--- src/rtl/branch_resolver.sv ---
// In-order branch resolution queue: records predictions, checks outcomes, drives predictor update and fetch redirect.
// Latency: resolve at edge N -> update/redirect pulse in cycle N+1; alloc at edge N is resolvable from cycle N+1.
// Backpressure: alloc_ready drops when the queue is full; a same-cycle resolve does not free a slot for that cycle.
module branch_resolver #(
    parameter int unsigned DEPTH = 8,
    parameter int unsigned CNT_W = 16
) (
    input  logic                       clk,
    input  logic                       rst_n,
    input  logic                       alloc_valid,
    input  logic [31:0]                alloc_pc,
    input  logic                       alloc_pred,
    input  logic [31:0]                alloc_target,
    output logic                       alloc_ready,
    input  logic                       resolve_valid,
    input  logic                       resolve_taken,
    input  logic [31:0]                resolve_target,
    output logic                       update_valid,
    output logic [31:0]                update_pc,
    output logic                       update_taken,
    output logic                       update_correct,
    output logic                       redirect_valid,
    output logic [31:0]                redirect_pc,
    output logic [$clog2(DEPTH):0]     occupancy,
    output logic [CNT_W-1:0]           mispredict_cnt,
    output logic                       resolve_err
);

    localparam int unsigned PW = $clog2(DEPTH);
    localparam int unsigned OW = PW + 1;

    typedef struct packed {
        logic [31:0] pc;
        logic        pred;
        logic [31:0] target;
    } entry_t;

    entry_t             mem_q [DEPTH];
    entry_t             head;
    entry_t             wr_entry;

    logic [PW-1:0]      wptr_q, wptr_d;
    logic [PW-1:0]      rptr_q, rptr_d;
    logic [OW-1:0]      count_q, count_d;

    logic               update_valid_q, update_valid_d;
    logic [31:0]        update_pc_q, update_pc_d;
    logic               update_taken_q, update_taken_d;
    logic               update_correct_q, update_correct_d;
    logic               redirect_valid_q, redirect_valid_d;
    logic [31:0]        redirect_pc_q, redirect_pc_d;
    logic [CNT_W-1:0]   mispredict_cnt_q, mispredict_cnt_d;
    logic               resolve_err_q, resolve_err_d;

    logic               queue_empty;
    logic               do_resolve;
    logic               mispredict;
    logic               do_alloc;

    assign queue_empty = (count_q == '0);
    assign alloc_ready = (count_q != OW'(DEPTH));
    assign head        = mem_q[rptr_q];
    assign do_resolve  = resolve_valid && !queue_empty;
    assign mispredict  = do_resolve &&
                         ((resolve_taken != head.pred) ||
                          (resolve_taken && head.pred && (resolve_target != head.target)));
    // A mispredict flushes the queue, so the same-cycle allocate belongs to the wrong path.
    assign do_alloc    = alloc_valid && alloc_ready && !mispredict;

    always_comb begin
        wr_entry.pc     = alloc_pc;
        wr_entry.pred   = alloc_pred;
        wr_entry.target = alloc_target;
    end

    always_comb begin
        wptr_d           = wptr_q;
        rptr_d           = rptr_q;
        count_d          = count_q;
        update_valid_d   = do_resolve;
        update_pc_d      = update_pc_q;
        update_taken_d   = update_taken_q;
        update_correct_d = update_correct_q;
        redirect_valid_d = mispredict;
        redirect_pc_d    = redirect_pc_q;
        mispredict_cnt_d = mispredict_cnt_q;
        resolve_err_d    = resolve_err_q | (resolve_valid && queue_empty);

        if (do_resolve) begin
            update_pc_d      = head.pc;
            update_taken_d   = resolve_taken;
            update_correct_d = !mispredict;
        end

        if (mispredict) begin
            rptr_d           = wptr_q;
            count_d          = '0;
            redirect_pc_d    = resolve_taken ? resolve_target : (head.pc + 32'd4);
            mispredict_cnt_d = mispredict_cnt_q + CNT_W'(1);
        end else begin
            wptr_d  = wptr_q + PW'(do_alloc);
            rptr_d  = rptr_q + PW'(do_resolve);
            count_d = count_q + OW'(do_alloc) - OW'(do_resolve);
        end
    end

    // Entry storage carries no reset; only the pointers define what is valid.
    always_ff @(posedge clk) begin
        if (do_alloc) begin
            mem_q[wptr_q] <= wr_entry;
        end
    end

    always_ff @(posedge clk or negedge rst_n) begin
        if (!rst_n) begin
            wptr_q           <= '0;
            rptr_q           <= '0;
            count_q          <= '0;
            update_valid_q   <= 1'b0;
            update_pc_q      <= '0;
            update_taken_q   <= 1'b0;
            update_correct_q <= 1'b0;
            redirect_valid_q <= 1'b0;
            redirect_pc_q    <= '0;
            mispredict_cnt_q <= '0;
            resolve_err_q    <= 1'b0;
        end else begin
            wptr_q           <= wptr_d;
            rptr_q           <= rptr_d;
            count_q          <= count_d;
            update_valid_q   <= update_valid_d;
            update_pc_q      <= update_pc_d;
            update_taken_q   <= update_taken_d;
            update_correct_q <= update_correct_d;
            redirect_valid_q <= redirect_valid_d;
            redirect_pc_q    <= redirect_pc_d;
            mispredict_cnt_q <= mispredict_cnt_d;
            resolve_err_q    <= resolve_err_d;
        end
    end

    assign update_valid   = update_valid_q;
    assign update_pc      = update_pc_q;
    assign update_taken   = update_taken_q;
    assign update_correct = update_correct_q;
    assign redirect_valid = redirect_valid_q;
    assign redirect_pc    = redirect_pc_q;
    assign occupancy      = count_q;
    assign mispredict_cnt = mispredict_cnt_q;
    assign resolve_err    = resolve_err_q;

endmodule

--- config.mk ---
export PLATFORM = sky130hd
export DESIGN_NAME = branch_resolver
export DESIGN_NICKNAME = d
export VERILOG_FILES = /design/src/rtl/branch_resolver.sv
export SDC_FILE = /design/constraint.sdc
export NUM_CORES = 1
export LEC_CHECK = 0
export CAP_MARGIN = 20
export CORE_ASPECT_RATIO = 0.75
export CORE_MARGIN = 2
export CORE_UTILIZATION = 30
export DETAILED_ROUTE_END_ITERATION = 12
export GPL_ROUTABILITY_DRIVEN = 1
export SYNTH_ARGS = -nofsm -noshare
export SYNTH_HDL_FRONTEND = slang
export SYNTH_SLANG_ARGS = --single-unit
--- constraint.sdc ---
create_clock -name clk -period 17 [get_ports clk]
set_clock_uncertainty 0.2 [all_clocks]
set_input_delay 5.1 -clock clk [delete_from_list [all_inputs] [get_ports clk]]
set_output_delay 5.1 -clock clk [all_outputs]
set_load 0.05 [all_outputs]
==> qor.yml, run 1 <==
route:
  vias: 13121
  drc: 0
  drt-initial-drc-count: 1303
  drt-total-wl_mm: 65.02
  routedWlPerCell_microns: 23.79
  first_pass_iters: 5
  vias_per_cell: 4.801
  ant_nets: 0
synthesis:
  syn_nets: 1467
  syn_inst: 1351
  ys.flop_type: "edfxtp_1"
  synthTopCellsByCount: "520 x edfxtp_1, 111 x mux2i_1, 98 x mux4_2, 95 x dfrtp_1, 89 x nor2_1"
  async_flop_share: 0.1545
  synth.distinct_cells: 56
  yosysMostFrequentCell: "edfxtp_1"
  synth_top_area_cell: "edfxtp_1"
  ys_warn_count: 0
  synth_area_sq_um: 24810
  synth_area_per_cell_sq_um: 18.36
  synth_top_area_share: 0.6294
  synth-edff-count: 520
  yosysSeqAreaShare: 0.7253
  ys_seq_elements: 615
  yosys-top-cells-area: "edfxtp_1 63%, dfrtp_1 9.6%, mux4_2 8.9%, mux2i_1 4.5%, a21oi_1 1.6%"
run_status:
  status: "completed"
cts:
  h-tree-depth: 2
  cts_num_sinks: 615
  post_cts_resized: 0
  insertion_delay_ns: 0.63
  postCtsSetupRepairBufs: 0
  cts_made_buffers: 57
  clkTransAtPathRegs_ns: 0.06
  tritoncts: "built"
  hold_buffers: 0
  cts_buffer_depth: 3
  root_buffer: "clkbuf_16"
pwr:
  irDropWorstVdd_v: 0.00009122
  p_leak_nw: 10.01
  power_density_nw_per_um2: 183.8
cells_and_area:
  fin_util: 0.3632
  area_delta_synth_final_pct: 20.17
  seq_area_sq_um: 18000
  drive_above_1_share: 0.1622
  fillers: 7603
  multi_input_area_sq_um: 6311
  layout.nets: 1683
sta:
  setup_viol_count_final: 0
  hold_ws_ns: 0.2803
  max_clock_freq_mhz: 109.0
  min_period_over_period: 0.5396
  rsz0062_at_grt: "no"
  relSlewSlack: 0.3008
  hold_viol: 0
  min_period_ns: 9.173
  tightest_slew_ns: 1.049
  finalMaxSlewViolations: 0
  fin_setup_tns_ns: 0
run:
  drv_cap: 0
global_routing:
  grtUsageTotal: 0.1516
  grt_max_degree: 75
  antenna_found_initial: 12
  gr-total-overflow: 0
  first_global_vias: 13148
  grt_pass1_wl_mm: 93.03
floorplan:
  die_x_microns: 336.0
  ios: 192
  fp.dieArea_sq_um: 85030
  rows: 91
  initial_utilization: 0.3022
  die_height_microns: 253.0
  core_area_sq_um: 82090
worst_setup_path:
  critPathLaunchType: "input port"
  critPathKind: "in -> reg"
  end_kind: "flop"
  cp_max_fo: 74
  worstPathRequired_ns: 17.26
  crit_arrival_ns: 9.43
placement:
  gp_congestion: 0.7788
  portBuffers: 191
  place.detailed.hpwl_mm: 43.69
min_path:
  min_path_type: "reg -> reg"
[layout make-up]
class / count / area share
flip-flops and latches: 615 / 0.6039
multi-input cells: 659 / 0.2117
repair buffers: 223 / 0.07194
clock buffers: 74 / 0.05171
well taps: 1116 / 0.04684
clock inverters: 33 / 0.01238
inverters: 11 / 0.001385
diodes: 2 / 0.0001679
[routing by layer]
layer	GRT usage	vias up	share of wire
li1	-	5765	-
met4	0.02921	16	0.015
met5	0	-	0.0018
met2	0.2257	511	0.44
met1	0.2140	6735	0.44
met3	0.05376	94	0.10
[cell usage in the layout (no fill, tap or decap), types with 10 or more instances in the layout]
cell	netlist	final
buf_4	7	33
dfrtp_1	95	92
clkbuf_1	16	13
nor2_1	89	85
mux2_2	11	11
xnor2_1	34	34
mux4_2	98	98
nand3_1	10	10
a21oi_1	78	78
ha_1	13	13
and3_1	10	10
clkdlybuf4s50_1	0	189
xor2_1	35	35
nand4_1	10	10
mux2i_1	111	111
a22oi_1	14	14
edfxtp_1	520	520
clkinv_2	0	13
nand2_1	38	38
clkbuf_16	0	58
[worst paths after layout]
| check | endpoint | slack (ns) | cells after the start | startpoint |
|---|---|---|---|---|
| max in group asynchronous | update_pc[5] | 11.07 | 2 | rst_n |
| min in group asynchronous | resolve_err | 4.32 | 1 | rst_n |
| worst max-delay path | occupancy[2] | 7.83 | 14 | resolve_target[24] |
| worst max register to register | occupancy[2] | 9.94 | 17 | rptr_q[1] |
| worst min register to register | update_taken | 0.28 | 2 | update_taken |
| worst min-delay path | update_taken | 0.28 | 2 | update_taken |
[state kept, by name, indices dropped and copies added, names as in the netlist, 3 cells and up]
name            cells
mem_q             520
redirect_pc        32
update_pc          32
mispredict_cnt     16
occupancy           4
rptr_q              3
wptr_q              3
[cells by family after synthesis]
group,synth area share
compound gates,0.03495
xor+xnor,0.02436
fa+ha+maj,0.007364
buf+inv,0.02285
flops,0.7253
mux,0.1430
simple gates,0.04222
[power by group]
group	total (mW)	leakage [nW]	switching, mW	internal (mW)
registers	2.10	5.81	0.180	1.92
clock network	1.31	0.934	0.559	0.748
logic	2.07	3.27	1.30	0.775
total	5.48	10.0	2.04	3.44
[metrics by stage]
step / setup WS [ns] / total power [mW] / instances / area, sq um
after floorplan: 3.690 / 3.528 / 1351 / 24810
after global placement: 7.302 / 4.200 / 2623 / 27890
after detailed placement: 7.178 / 4.222 / 2623 / 27890
after CTS: 7.816 / 5.537 / 2730 / 29800
after global routing: 7.650 / 5.733 / 2731 / 29810
final: 7.827 / 5.479 / 2733 / 29810
[critical path, stage by stage]
cell and delay, ns:
clkdlybuf4s50_1 0.65, xor2_1 0.33, nand4_1 0.16, nor4_2 0.56, a41oi_2 0.25, o21a_4 0.36
buf_4 0.35, or2_1 0.40, ha_1 0.28, inv_1 0.04, ha_1 0.20, fa_1 0.38
xnor2_1 0.17, nor2_1 0.07
(Power assumes the default switching activity.)
==> inputs of run 2 (changes only) <==
==> constraint.sdc (replaced) <==
create_clock -name clk -period 7.77 [get_ports clk]
set_clock_uncertainty 0.2 [all_clocks]
set_input_delay 2.331 -clock clk [delete_from_list [all_inputs] [get_ports clk]]
set_output_delay 2.331 -clock clk [all_outputs]
set_load 0.05 [all_outputs]
==> run 2 against run 1 <==
- sequential share of layout area down 0.24 points
- die area unchanged
- first-iteration DRC count increased by 11%
- worst hold slack got worse by 0.012 ns
- largest power group is now combinational logic
- via count increased by 0.89%
- power increased by 120%
- wire length up 0.88%
- register-to-register slack worse by 7.7 ns
- global-route usage rose by 0.17 points
- clock power increased by 120%
- highest routed layer unchanged
- final cell count about the same
==> qor.yml, run 2 (synthesized netlist as in run 1, its figures left out) <==
run_status:
  status: "completed"
placement:
  place.detailed.hpwl_mm: 43.02
  placed_cell_area_sq_um: 28050
  portBuffers: 191
  gp_congestion: 0.8175
floorplan:
  initial_utilization: 0.3022
  core_area_sq_um: 82090
  ios: 192
  die_height_microns: 253.0
  rows: 91
  die_x_microns: 336.0
  fp.dieArea_sq_um: 85030
cts:
  hold_buffers: 0
  tritoncts: "built"
  cts_made_buffers: 56
  postCtsSetupRepairBufs: 0
  post_cts_resized: 0
  insertion_delay_ns: 0.62
  clkTransAtPathRegs_ns: 0.06
  cts_num_sinks: 615
  cts_buffer_depth: 3
  root_buffer: "clkbuf_16"
  h-tree-depth: 2
route:
  drc: 0
  ant_nets: 0
  drt-total-wl_mm: 65.59
  vias_per_cell: 4.846
  routedWlPerCell_microns: 24.01
  drt-initial-drc-count: 1440
  first_pass_iters: 5
  vias: 13238
sta:
  min_period_over_period: 0.7549
  rsz0062_at_grt: "no"
  relSlewSlack: 0.3197
  tightest_slew_ns: 0.9921
  setup_viol_count_final: 0
  hold_viol: 0
  hold_ws_ns: 0.2681
  fin_setup_tns_ns: 0
  finalMaxSlewViolations: 0
  min_period_ns: 5.865
  max_clock_freq_mhz: 170.5
worst_setup_path:
  cp_max_fo: 17
  r2r-end: "occupancy[2]"
  slowest_stage: "clkdlybuf4s50_1"
  r2r_cells: 15
  cp_num_buf_inv: 2
  r2r_start: "rptr_q[0]"
  worstPathCellList: "clkdlybuf4s50_1, xor2_1, nand4_1, nor4_2, a41oi_2, o21a_4, or2_1, ha_1, inv_1, ha_1, fa_1, xnor2_1, nor2_1"
  end_kind: "flop"
  critPathLaunchType: "input port"
  r2r_slack_ns: 2.25
  slowest_delay_ns: 0.67
  crit_family: "simple AND/OR/NAND/NOR gates"
  worstPathRequired_ns: 8.07
  critPathKind: "in -> reg"
  crit_arrival_ns: 6.16
  crit_top_cell: "ha_1"
  crit_cells: 13
min_path:
  worstHoldEndpoint: "mispredict_cnt[15]"
  min_path_type: "reg -> reg"
  hold_path_depth: 1
  min_from: "mispredict_cnt[15]"
cells_and_area:
  drive_above_1_share: 0.1600
  layout.nets: 1682
  layout_commonest_cell: "edfxtp_1"
  regMostFlops: "mem_q"
  largest_reg_flops: 520
  most-common-layout-cells: "520 x edfxtp_1, 189 x clkdlybuf4s50_1, 111 x mux2i_1"
  post-route-cell-area_sq_um: 29930
  fillers: 7561
  area_delta_synth_final_pct: 20.66
run:
  drv_cap: 0
pwr:
  power_density_nw_per_um2: 401.5
  irDropWorstVdd_v: 0.0002248
  p_leak_nw: 10.03
global_routing:
  gr-total-overflow: 0
  antenna_found_initial: 15
  grt_pass1_wl_mm: 93.98
  grtUsageTotal: 0.1533
  grt_max_degree: 73
  first_global_vias: 13179
## run 2: cell type report
class | count | area (sq um) | area share
Antenna cell | 3 | 7.507 | 0.0002508
Clock inverter | 23 | 274.0 | 0.009154
Timing Repair Buffer | 223 | 2282 | 0.07624
Tap cell | 1116 | 1396 | 0.04665
Clock buffer | 82 | 1590 | 0.05313
Multi-Input combinational cell | 659 | 6339 | 0.2118
Inverter | 11 | 41.29 | 0.001379
Sequential cell | 615 | 18000 | 0.6014
## run 2: power breakdown
| part | total [mW] | switching (mW) | internal [mW] | leakage, nW |
|---|---|---|---|---|
| Clock | 2.83 | 1.21 | 1.62 | 0.916 |
| Combinational | 4.61 | 2.87 | 1.74 | 3.31 |
| Sequential | 4.58 | 0.387 | 4.19 | 5.81 |
## run 2: worst max-delay path by stage
| stage | start | endpoint | slack (ns) |
|---|---|---|---|
| 2_1_floorplan | resolve_target[5] | mem_q[2][0] | -0.03 |
| 3_3_place_gp | resolve_target[24] | occupancy[2] | 1.31 |
| 3_5_place_dp | resolve_target[24] | occupancy[2] | 1.36 |
| 4_1_cts | resolve_target[24] | occupancy[3] | 1.98 |
| 5_1_grt | resolve_target[24] | occupancy[3] | 1.74 |
| 6_report | resolve_target[24] | occupancy[2] | 1.90 |
## run 2: routing by layer
metal	part of all wire	track usage	vias up
li1	-	-	5770
met1	0.45	0.2207	6831
met2	0.43	0.2257	523
met3	0.098	0.05047	94
met4	0.015	0.03062	20
met5	0.0018	0	-
## run 2: through the flow
| step | total power, mW | utilization | instances | setup WS [ns] |
|---|---|---|---|---|
| after floorplan | 7.715 | - | 1351 | -0.02859 |
| after global placement | 9.224 | 0.3417 | 2623 | 1.309 |
| after detailed placement | 9.283 | 0.3417 | 2623 | 1.357 |
| after CTS | 12.13 | 0.3645 | 2728 | 1.979 |
| after global routing | 12.55 | 0.3645 | 2729 | 1.742 |
| final | 12.02 | 0.3646 | 2732 | 1.905 |
==> inputs of run 3 (changes only) <==
==> constraint.sdc (replaced) <==
create_clock -name clk -period 5.5 [get_ports clk]
set_clock_uncertainty 0.2 [all_clocks]
set_input_delay 1.65 -clock clk [delete_from_list [all_inputs] [get_ports clk]]
set_output_delay 1.65 -clock clk [all_outputs]
set_load 0.05 [all_outputs]
==> run 3 against run 2 <==
- power up 44%
- via count up 1.6%
- sequential power rose by 39%
- core utilization is 0.63 points higher
- clock power rose by 40%
- final cell count up 2.2%
- die area did not move
- register-to-register slack worse by 1.7 ns
- global-route usage grew 0.15 points
- critical endpoint unchanged
- highest routed layer unchanged
==> qor.yml, run 3 (synthesized netlist as in run 1, its figures left out) <==
run_status:
  status: "completed"
sta:
  min_period_ns: 4.993
  hold_viol: 0
  finalMaxSlewViolations: 0
  tightest_slew_ns: 0.8301
  setup_viol_count_final: 0
  setup_ws_ns: 0.5069
  hold_ws_ns: 0.2790
  max_clock_freq_mhz: 200.3
  rsz0062_at_grt: "no"
  min_period_over_period: 0.9078
  relSlewSlack: 0.4466
global_routing:
  gr-total-overflow: 0
  grtUsageTotal: 0.1549
  antenna_found_initial: 18
  grt_max_degree: 57
  first_global_vias: 13437
  grt_pass1_wl_mm: 94.94
cts:
  postCtsSetupRepairBufs: 0
  cts_buffer_depth: 3
  insertion_delay_ns: 0.64
  tritoncts: "built"
  hold_buffers: 0
  cts_num_sinks: 615
  h-tree-depth: 2
  root_buffer: "clkbuf_16"
  cts_made_buffers: 59
  clkTransAtPathRegs_ns: 0.06
  post_cts_resized: 0
placement:
  place.detailed.hpwl_mm: 44.80
  gp_congestion: 0.7917
  dp_worst_setup_slack_ns: 0.1296
  portBuffers: 191
  placed_cell_area_sq_um: 28510
route:
  first_pass_iters: 5
  drt-total-wl_mm: 66.50
  routedWlPerCell_microns: 23.83
  ant_nets: 0
  vias_per_cell: 4.821
  drc: 0
  drt-initial-drc-count: 1133
  vias: 13455
min_path:
  hold_path_depth: 1
  worstHoldEndpoint: "resolve_err"
  min_from: "resolve_err"
  min_path_type: "reg -> reg"
pwr:
  power_density_nw_per_um2: 567.9
  irDropWorstVdd_v: 0.0002611
  power_mw: 17.29
  p_leak_nw: 10.31
worst_setup_path:
  cp_max_fo: 41
  end_kind: "flop"
  crit_family: "simple AND/OR/NAND/NOR gates"
  critPathKind: "reg -> reg"
  r2r-end: "occupancy[2]"
  slowest_stage: "dfrtp_4"
  r2r_start: "rptr_q[2]"
  r2r_cells: 15
  worstPathCellList: "buf_4, nor2b_1, a22oi_1, a21oi_1, o22ai_1, nor4_1, a41oi_2, o21a_4, or2_1, ha_1, inv_1, ha_1, fa_1, xnor2_1, nor2_1"
  crit_top_cell: "ha_1"
  crit_arrival_ns: 5.28
  worstPathRequired_ns: 5.78
  critPathLaunchType: "flop"
  r2r_slack_ns: 0.51
  slowest_delay_ns: 0.85
  cp_num_buf_inv: 2
floorplan:
  die_height_microns: 253.0
  ios: 192
  initial_utilization: 0.3022
  fp.dieArea_sq_um: 85030
  rows: 91
  core_area_sq_um: 82090
  die_x_microns: 336.0
cells_and_area:
  drive_above_1_share: 0.1929
  area_delta_synth_final_pct: 22.76
  layout_commonest_cell: "edfxtp_1"
  regMostFlops: "mem_q"
  fillers: 7571
  most-common-layout-cells: "520 x edfxtp_1, 189 x clkdlybuf4s50_1, 111 x mux2i_1"
  multi_input_area_sq_um: 6337
  seq_area_sq_um: 18000
  largest_reg_flops: 520
  layout.nets: 1734
  post-route-cell-area_sq_um: 30450
run:
  drv_cap: 0
-- run 3: changes by cell type in the layout (fill, tap and decap cells not counted), moves of 2 or more --
cell / delta
buf_12: +7
buf_4: +42
bufinv_16: -5
clkbuf_1: -10
clkbuf_16: +2
clkbuf_8: +6
clkinv_1: +3
clkinv_2: +4
clkinvlp_4: +7
diode_2: +3
inv_6: -3
-- run 3: worst register-to-register path, cell delays in order (launching register included) --
cell and delay, ns:
dfrtp_4 0.85, buf_4 0.50, nor2b_1 0.36, a22oi_1 0.25
a21oi_1 0.24, o22ai_1 0.12, nor4_1 0.44, a41oi_2 0.21
o21a_4 0.25, or2_1 0.25, ha_1 0.28, inv_1 0.04
ha_1 0.20, fa_1 0.41, xnor2_1 0.20, nor2_1 0.07
-- run 3: how the worst max path moves through the flow --
| stage | start | endpoint | slack [ns] | cells after the start |
|---|---|---|---|---|
| after floorplan | resolve_target[7] | mem_q[3][0] | -0.83 | 8 |
| after global placement | resolve_target[3] | occupancy[2] | 0.06 | 13 |
| after detailed placement | resolve_target[3] | occupancy[2] | 0.13 | 13 |
| after CTS | rptr_q[2] | occupancy[2] | 0.45 | 15 |
| after global routing | rptr_q[1] | occupancy[2] | 0.26 | 15 |
| final | rptr_q[2] | occupancy[2] | 0.51 | 15 |
-- run 3: per-layer routing --
layer / track usage / share of wire / up-vias
met5: 0 / 0.0020 / -
met1: 0.2192 / 0.44 / 6976
met2: 0.2312 / 0.44 / 485
met4: 0.03562 / 0.016 / 22
met3: 0.04947 / 0.096 / 99
li1: - / - / 5873
-- run 3: report_power, final --
part / internal [mW] / leakage, nW / switching [mW]
sequential: 5.92 / 5.81 / 0.449
clock: 2.20 / 0.932 / 1.77
combinational: 2.71 / 3.57 / 4.24
-- run 3: stage by stage --
stage	utilization	cells	setup TNS, ns
after floorplan	-	1351	-220.37
after global placement	0.3473	2672	0
after detailed placement	0.3473	2672	0
after CTS	0.3707	2784	0
after global routing	0.3708	2787	0
final	0.3710	2791	0
-- run 3: area by class of cell --
class / count / area share
Antenna cell: 6 / 0.0004930
Clock buffer: 80 / 0.05534
Clock inverter: 32 / 0.007765
Inverter: 11 / 0.001356
Multi-Input combinational cell: 659 / 0.2081
Sequential cell: 615 / 0.5912
Tap cell: 1116 / 0.04585
Timing Repair Buffer: 272 / 0.08990
